### src/rtl/fetch_unit_pkg.sv
// Shared fetch/decode definitions: FSM encoding, default NOP/HALT words,
// instruction stride and address-wrap helper.
package fetch_unit_pkg;

  localparam int unsigned INSTR_BYTES = 4;
  localparam int unsigned XLEN        = 32;

  localparam logic [XLEN-1:0] FETCH_NOP_WORD  = 32'h0000_0000;
  localparam logic [XLEN-1:0] FETCH_HALT_WORD = 32'hFFFF_FFFF;

  typedef enum logic [1:0] {
    ST_IDLE   = 2'd0,
    ST_RUN    = 2'd1,
    ST_HALTED = 2'd2
  } fetch_state_e;

  // Reduce a byte address into the instruction memory window.
  function automatic logic [XLEN-1:0] wrap_addr(input logic [XLEN-1:0] addr,
                                                input int unsigned size);
    return addr % size;
  endfunction

endpackage

### src/rtl/fetch_unit_pc_reg.sv
// Program counter: holds, advances by one instruction with wrap, or loads a
// redirect target reduced into the memory window.
module pc_reg
  import fetch_unit_pkg::*;
#(
  parameter int unsigned     MEM_BYTES = 512,
  parameter logic [XLEN-1:0] RESET_PC  = 32'h0
) (
  input  logic            clk,
  input  logic            rst,
  input  logic            advance,
  input  logic            redirect,
  input  logic [XLEN-1:0] target,
  output logic [XLEN-1:0] pc
);

  logic [XLEN-1:0] pc_inc_c;
  logic [XLEN-1:0] pc_next_seq_c;

  assign pc_inc_c      = pc + XLEN'(INSTR_BYTES);
  assign pc_next_seq_c = (pc_inc_c >= XLEN'(MEM_BYTES)) ? pc_inc_c - XLEN'(MEM_BYTES)
                                                         : pc_inc_c;

  // Redirect has priority over sequential advance.
  always_ff @(posedge clk) begin
    if (rst) begin
      pc <= RESET_PC;
    end else if (redirect) begin
      pc <= wrap_addr(target, MEM_BYTES);
    end else if (advance) begin
      pc <= pc_next_seq_c;
    end
  end

endmodule

### src/rtl/fetch_unit.sv
// Instruction fetch unit: IDLE/RUN/HALTED sequencer, IR register and PC.
// Optional FETCH_ALIGN_CHECK_EN adds a sticky misaligned-redirect flag.
module fetch_unit
  import fetch_unit_pkg::*;
#(
  parameter int unsigned     MEM_BYTES = 512,
  parameter logic [XLEN-1:0] RESET_PC  = 32'h0,
  parameter logic [XLEN-1:0] NOP_WORD  = FETCH_NOP_WORD,
  parameter logic [XLEN-1:0] HALT_WORD = FETCH_HALT_WORD
) (
  input  logic            clk,
  input  logic            rst,
  input  logic            start,
  input  logic            stall,
  input  logic            br_taken,
  input  logic [XLEN-1:0] br_target,
  output logic [XLEN-1:0] imem_dir,
  input  logic [XLEN-1:0] imem_do,
  output logic [XLEN-1:0] ir,
  output logic [XLEN-1:0] pc_if,
  output logic            valid,
  output logic            halted
`ifdef FETCH_ALIGN_CHECK_EN
  ,
  output logic            align_err
`endif
);

  fetch_state_e    state;
  logic [XLEN-1:0] pc;
  logic [XLEN-1:0] target_c;
  logic            run_c;
  logic            redirect_c;
  logic            advance_c;
  logic            is_halt_c;

`ifdef FETCH_ALIGN_CHECK_EN
  assign target_c = {br_target[XLEN-1:2], 2'b00};
`else
  assign target_c = br_target;
`endif

  assign run_c      = (state == ST_RUN);
  assign is_halt_c  = (imem_do == HALT_WORD);
  assign redirect_c = run_c & br_taken;
  assign advance_c  = run_c & ~br_taken & ~stall & ~is_halt_c;
  assign imem_dir   = pc;

  pc_reg #(
    .MEM_BYTES (MEM_BYTES),
    .RESET_PC  (RESET_PC)
  ) u_pc_reg (
    .clk      (clk),
    .rst      (rst),
    .advance  (advance_c),
    .redirect (redirect_c),
    .target   (target_c),
    .pc       (pc)
  );

  // Sequencer and IR/PC_IF/VALID registers; branch beats stall and halt.
  always_ff @(posedge clk) begin
    if (rst) begin
      state     <= ST_IDLE;
      ir        <= NOP_WORD;
      pc_if     <= '0;
      valid     <= 1'b0;
      halted    <= 1'b0;
`ifdef FETCH_ALIGN_CHECK_EN
      align_err <= 1'b0;
`endif
    end else begin
      case (state)
        ST_IDLE: begin
          if (start) state <= ST_RUN;
        end
        ST_RUN: begin
          if (br_taken) begin
            ir    <= NOP_WORD;
            valid <= 1'b0;
`ifdef FETCH_ALIGN_CHECK_EN
            if (br_target[1:0] != 2'b00) align_err <= 1'b1;
`endif
          end else if (!stall) begin
            ir    <= imem_do;
            pc_if <= pc;
            valid <= 1'b1;
            if (is_halt_c) begin
              state  <= ST_HALTED;
              halted <= 1'b1;
            end
          end
        end
        ST_HALTED: begin
          state <= ST_HALTED;
        end
        default: begin
          state <= ST_IDLE;
        end
      endcase
    end
  end

endmodule

### config.mk
export PLATFORM = sky130hd
export DESIGN_NAME = fetch_unit
export DESIGN_NICKNAME = d
export VERILOG_FILES = /design/src/rtl/fetch_unit_pkg.sv /design/src/rtl/fetch_unit_pc_reg.sv /design/src/rtl/fetch_unit.sv
export SDC_FILE = /design/constraint.sdc
export NUM_CORES = 1
export LEC_CHECK = 0
export ABC_AREA = 1
export BUFFER_PORTS_ARGS = -buffer_cell sky130_fd_sc_hd__buf_2
export CAP_MARGIN = 20
export CORE_MARGIN = 3
export CORE_UTILIZATION = 52
export DETAILED_ROUTE_END_ITERATION = 10
export GPL_ROUTABILITY_DRIVEN = 0
export GPL_TIMING_DRIVEN = 1
export HOLD_SLACK_MARGIN = 0.03
export PLACE_DENSITY = 0.84
export SLEW_MARGIN = 20
export SYNTH_ARGS = -nofsm -noshare
export SYNTH_HDL_FRONTEND = slang
export SYNTH_HIERARCHICAL = 1
export SYNTH_SLANG_ARGS = --single-unit
### constraint.sdc
create_clock -name clk -period 2.9 [get_ports clk]
set_input_delay 0.29 -clock clk [delete_from_list [all_inputs] [get_ports clk]]
set_output_delay 0.29 -clock clk [all_outputs]
set_load 0.01 [all_outputs]
==> results_dict.tcl <==
set metrics [dict create \
    synth_cells 870 \
    fmax_mhz 378.3 \
    syn_area_um2 5555 \
    cts-hold-fix-buffers 0 \
    relSlewSlack 0.4028 \
    antenna_found_initial 0 \
    critical-path-top-delay-family "simple AND/OR/NAND/NOR gates" \
    cts_root_buf "clkbuf_8" \
    syn_to_final_growth_pct 18.76 \
    grt_first_pass_wirelength_mm 26.64 \
    vias_per_cell 5.427 \
    overflow 0 \
    ys_seq_area_frac 0.3604 \
    critical_path_arrival_ns 2.96 \
    hold_class "in -> reg" \
    grt_pass1_vias 5742 \
    critPathLaunchType "flop" \
    wl_mm 16.69 \
    swShare 0.4271 \
    post-dp-hpwl_mm 12.23 \
    worstPathRequired_ns 3.22 \
    n_antenna_cell 0 \
    drtIter0Drc 776 \
    drt_pre_antenna_iters 7 \
    worst_slew_pin_slew_ns 0.8948 \
    path_buf_inv 3 \
    cpMostUsedCell "nand3_1" \
    vdd_drop_max_mv 0.4048 \
    cp_cell_sequence "ha_1 > inv_1 > nor2_8 > nand2_4 > xor2_2 > ha_2 > inv_1 > a21oi_2 > nand3_1 > nor2_2 > nand3_1 > nor2_1 > nand3_1 > nand3_1 > nand2_1 > inv_1" \
    stdcell_count 1146 \
    postCtsSetupBuffers 0 \
    fp-row-count 37 \
    p_leak_nw 3.278 \
    worst_setup_path_end_kind "flop" \
    synth_edf_count 0 \
    dp_cells 1130 \
    fin_hold_ws_ns 0.1625 \
    nets 1079 \
    sequentialPowerShare 0.366 \
    wl_per_cell_um 14.56 \
    maxCapViolCount 0 \
    combPwrFrac 0.433 \
    status "finished clean" \
    clkPwrFrac 0.200 \
    cts_resized 0 \
    grtUsageTotal 0.2769 \
    core_um2 10370 \
    internal-power_w 0.002627 \
    die_area_um2 11960 \
    die_w_um 109.4 \
    layout-drive-gt1-share 0.2149 \
    port_buffers 143 \
    critPathMaxFanout 5 \
    grt_max_degree 66 \
    cts_tree "done" \
    fin_crit_sh 0.9116 \
    drtAntennaViolNets 0 \
    syn_nets 944 \
    vias 6219 \
    clkSinkCount 100 \
    synth-main-ff-cell "dfxtp_1" \
    cp_slowest_cell "dfxtp_1" \
    async_reset_ff_frac 0 \
    clk_latency_ns 0.37 \
    drc 0 \
    worstSetupPathType "reg -> reg" \
    final-setup-viol-count 0 \
    fin_crit_ns 2.644 \
    synth_seq_cells 100 \
    rsz0062_at_grt "no" \
    start_util 0.5357 \
    cts_inserted_buffers 9 \
    synth_warnings 6 \
    cellPowerDensity_nw_per_um2 695.0 \
    io_pins 167 \
    max_stage_delay_ns 0.35 \
    skew_ns 0.007798 \
    path_clk_slew_ns 0.10 \
    h-tree-depth 3 \
    slew_viol_final 0 \
    die_h_um 109.4 \
    fin_tns_setup_ns 0 \
    clock_path_buffers 2 \
    avgSynthCellArea_um2 6.385 \
    power_switching_w 0.001958 \
    synth_cell_types 32 \
    hold_viol_final 0 \
]
-- worst reg2reg max path: stages (launching register included) --
cell	delay, ns
dfxtp_1	0.35
ha_1	0.23
inv_1	0.12
nor2_8	0.19
nand2_4	0.11
xor2_2	0.18
ha_2	0.24
inv_1	0.06
a21oi_2	0.20
nand3_1	0.17
nor2_2	0.19
nand3_1	0.15
nor2_1	0.14
nand3_1	0.08
nand3_1	0.09
nand2_1	0.05
inv_1	0.04
-- cells in the final DEF (no fill, tap or decap), drive strengths merged, types with 5 or more instances in the layout --
master and count:
a21oi 60, a31oi 10, buf 156, clkbuf 11, dfxtp 100, ha 5
inv 64, nand2 252, nand3 78, nand3b 5, nand4 8, nor2 179
o21ai 61, xor2 6
-- cells in the mapped netlist (2+ instances only) --
cell	count	area, um^2
o21ai_0	41	205.2
nand3b_1	5	37.54
inv_2	3	11.26
nor3_1	3	15.01
nor2_2	7	43.79
nor2_1	162	608.1
clkbuf_1	17	63.81
nand3_4	2	35.03
nand3_2	3	30.03
ha_1	5	62.56
xor2_1	6	52.55
and2_1	2	12.51
buf_6	6	67.56
nand2_1	239	897.1
nor2_4	9	101.4
a31oi_1	10	62.56
xnor2_1	3	26.28
buf_2	4	20.02
nand2_4	3	33.78
o21ai_1	20	100.1
nand2_2	10	62.56
inv_1	60	225.2
buf_1	4	15.01
nand4_1	8	50.05
a21oi_1	60	300.3
nand3_1	73	365.4
dfxtp_1	100	2002
-- final timing paths --
check	from	end	slack, ns	depth (start not counted)
max	u_pc_reg/pc[2]	u_pc_reg/pc[29]	0.26	16
max reg2reg	u_pc_reg/pc[2]	u_pc_reg/pc[29]	0.26	16
min reg2reg	halted	halted	0.46	2
min	br_target[1]	u_pc_reg/pc[1]	0.16	3
-- logic make-up after synthesis --
logic type / after synthesis / share of synthesized area
fa+ha+maj: 5 / 0.01126
simple gates: 528 / 0.4180
xor+xnor: 9 / 0.01419
buf+inv: 96 / 0.07455
compound gates: 132 / 0.1216
flops: 100 / 0.3604
-- routing by layer --
layer,track usage,share of wire
met1,0.3541,0.41
met2,0.4677,0.47
met3,0.04698,0.096
met4,0.1033,0.021
met5,0,0
-- final cells by class --
cell class | count | area [um^2]
Inverter | 64 | 240.2
Multi-Input combinational cell | 674 | 3168
Tap cell | 136 | 170.2
Timing Repair Buffer | 156 | 813.3
Clock inverter | 5 | 60.06
Fill cell | 1011 | 3772
Sequential cell | 100 | 2004
Clock buffer | 11 | 141.4
-- stage by stage --
| stage | setup WS (ns) | total power, W | util | instance area (um^2) |
|---|---|---|---|---|
| 2_1_floorplan | 0.3691 | 0.003130 | - | 5555 |
| 5_1_grt | 0.05417 | 0.004920 | 0.6362 | 6598 |
| 3_5_place_dp | 0.1759 | 0.003637 | 0.6145 | 6372 |
| 6_report | 0.2563 | 0.004585 | 0.6362 | 6598 |
| 3_3_place_gp | 0.2398 | 0.003604 | 0.6145 | 6372 |
| 4_1_cts | 0.1330 | 0.004553 | 0.6339 | 6574 |
-- power by group through the flow --
stage / Combinational [W] / Sequential [W] / Clock [W]
after global routing: 0.00222 / 0.00170 / 0.000997
after CTS: 0.00194 / 0.00167 / 0.000935
after global placement: 0.00190 / 0.00170 / 0
after detailed placement: 0.00193 / 0.00171 / 0
final: 0.00199 / 0.00168 / 0.000919
after floorplan: 0.00138 / 0.00175 / 0
Power figures use the tool's default switching activity.
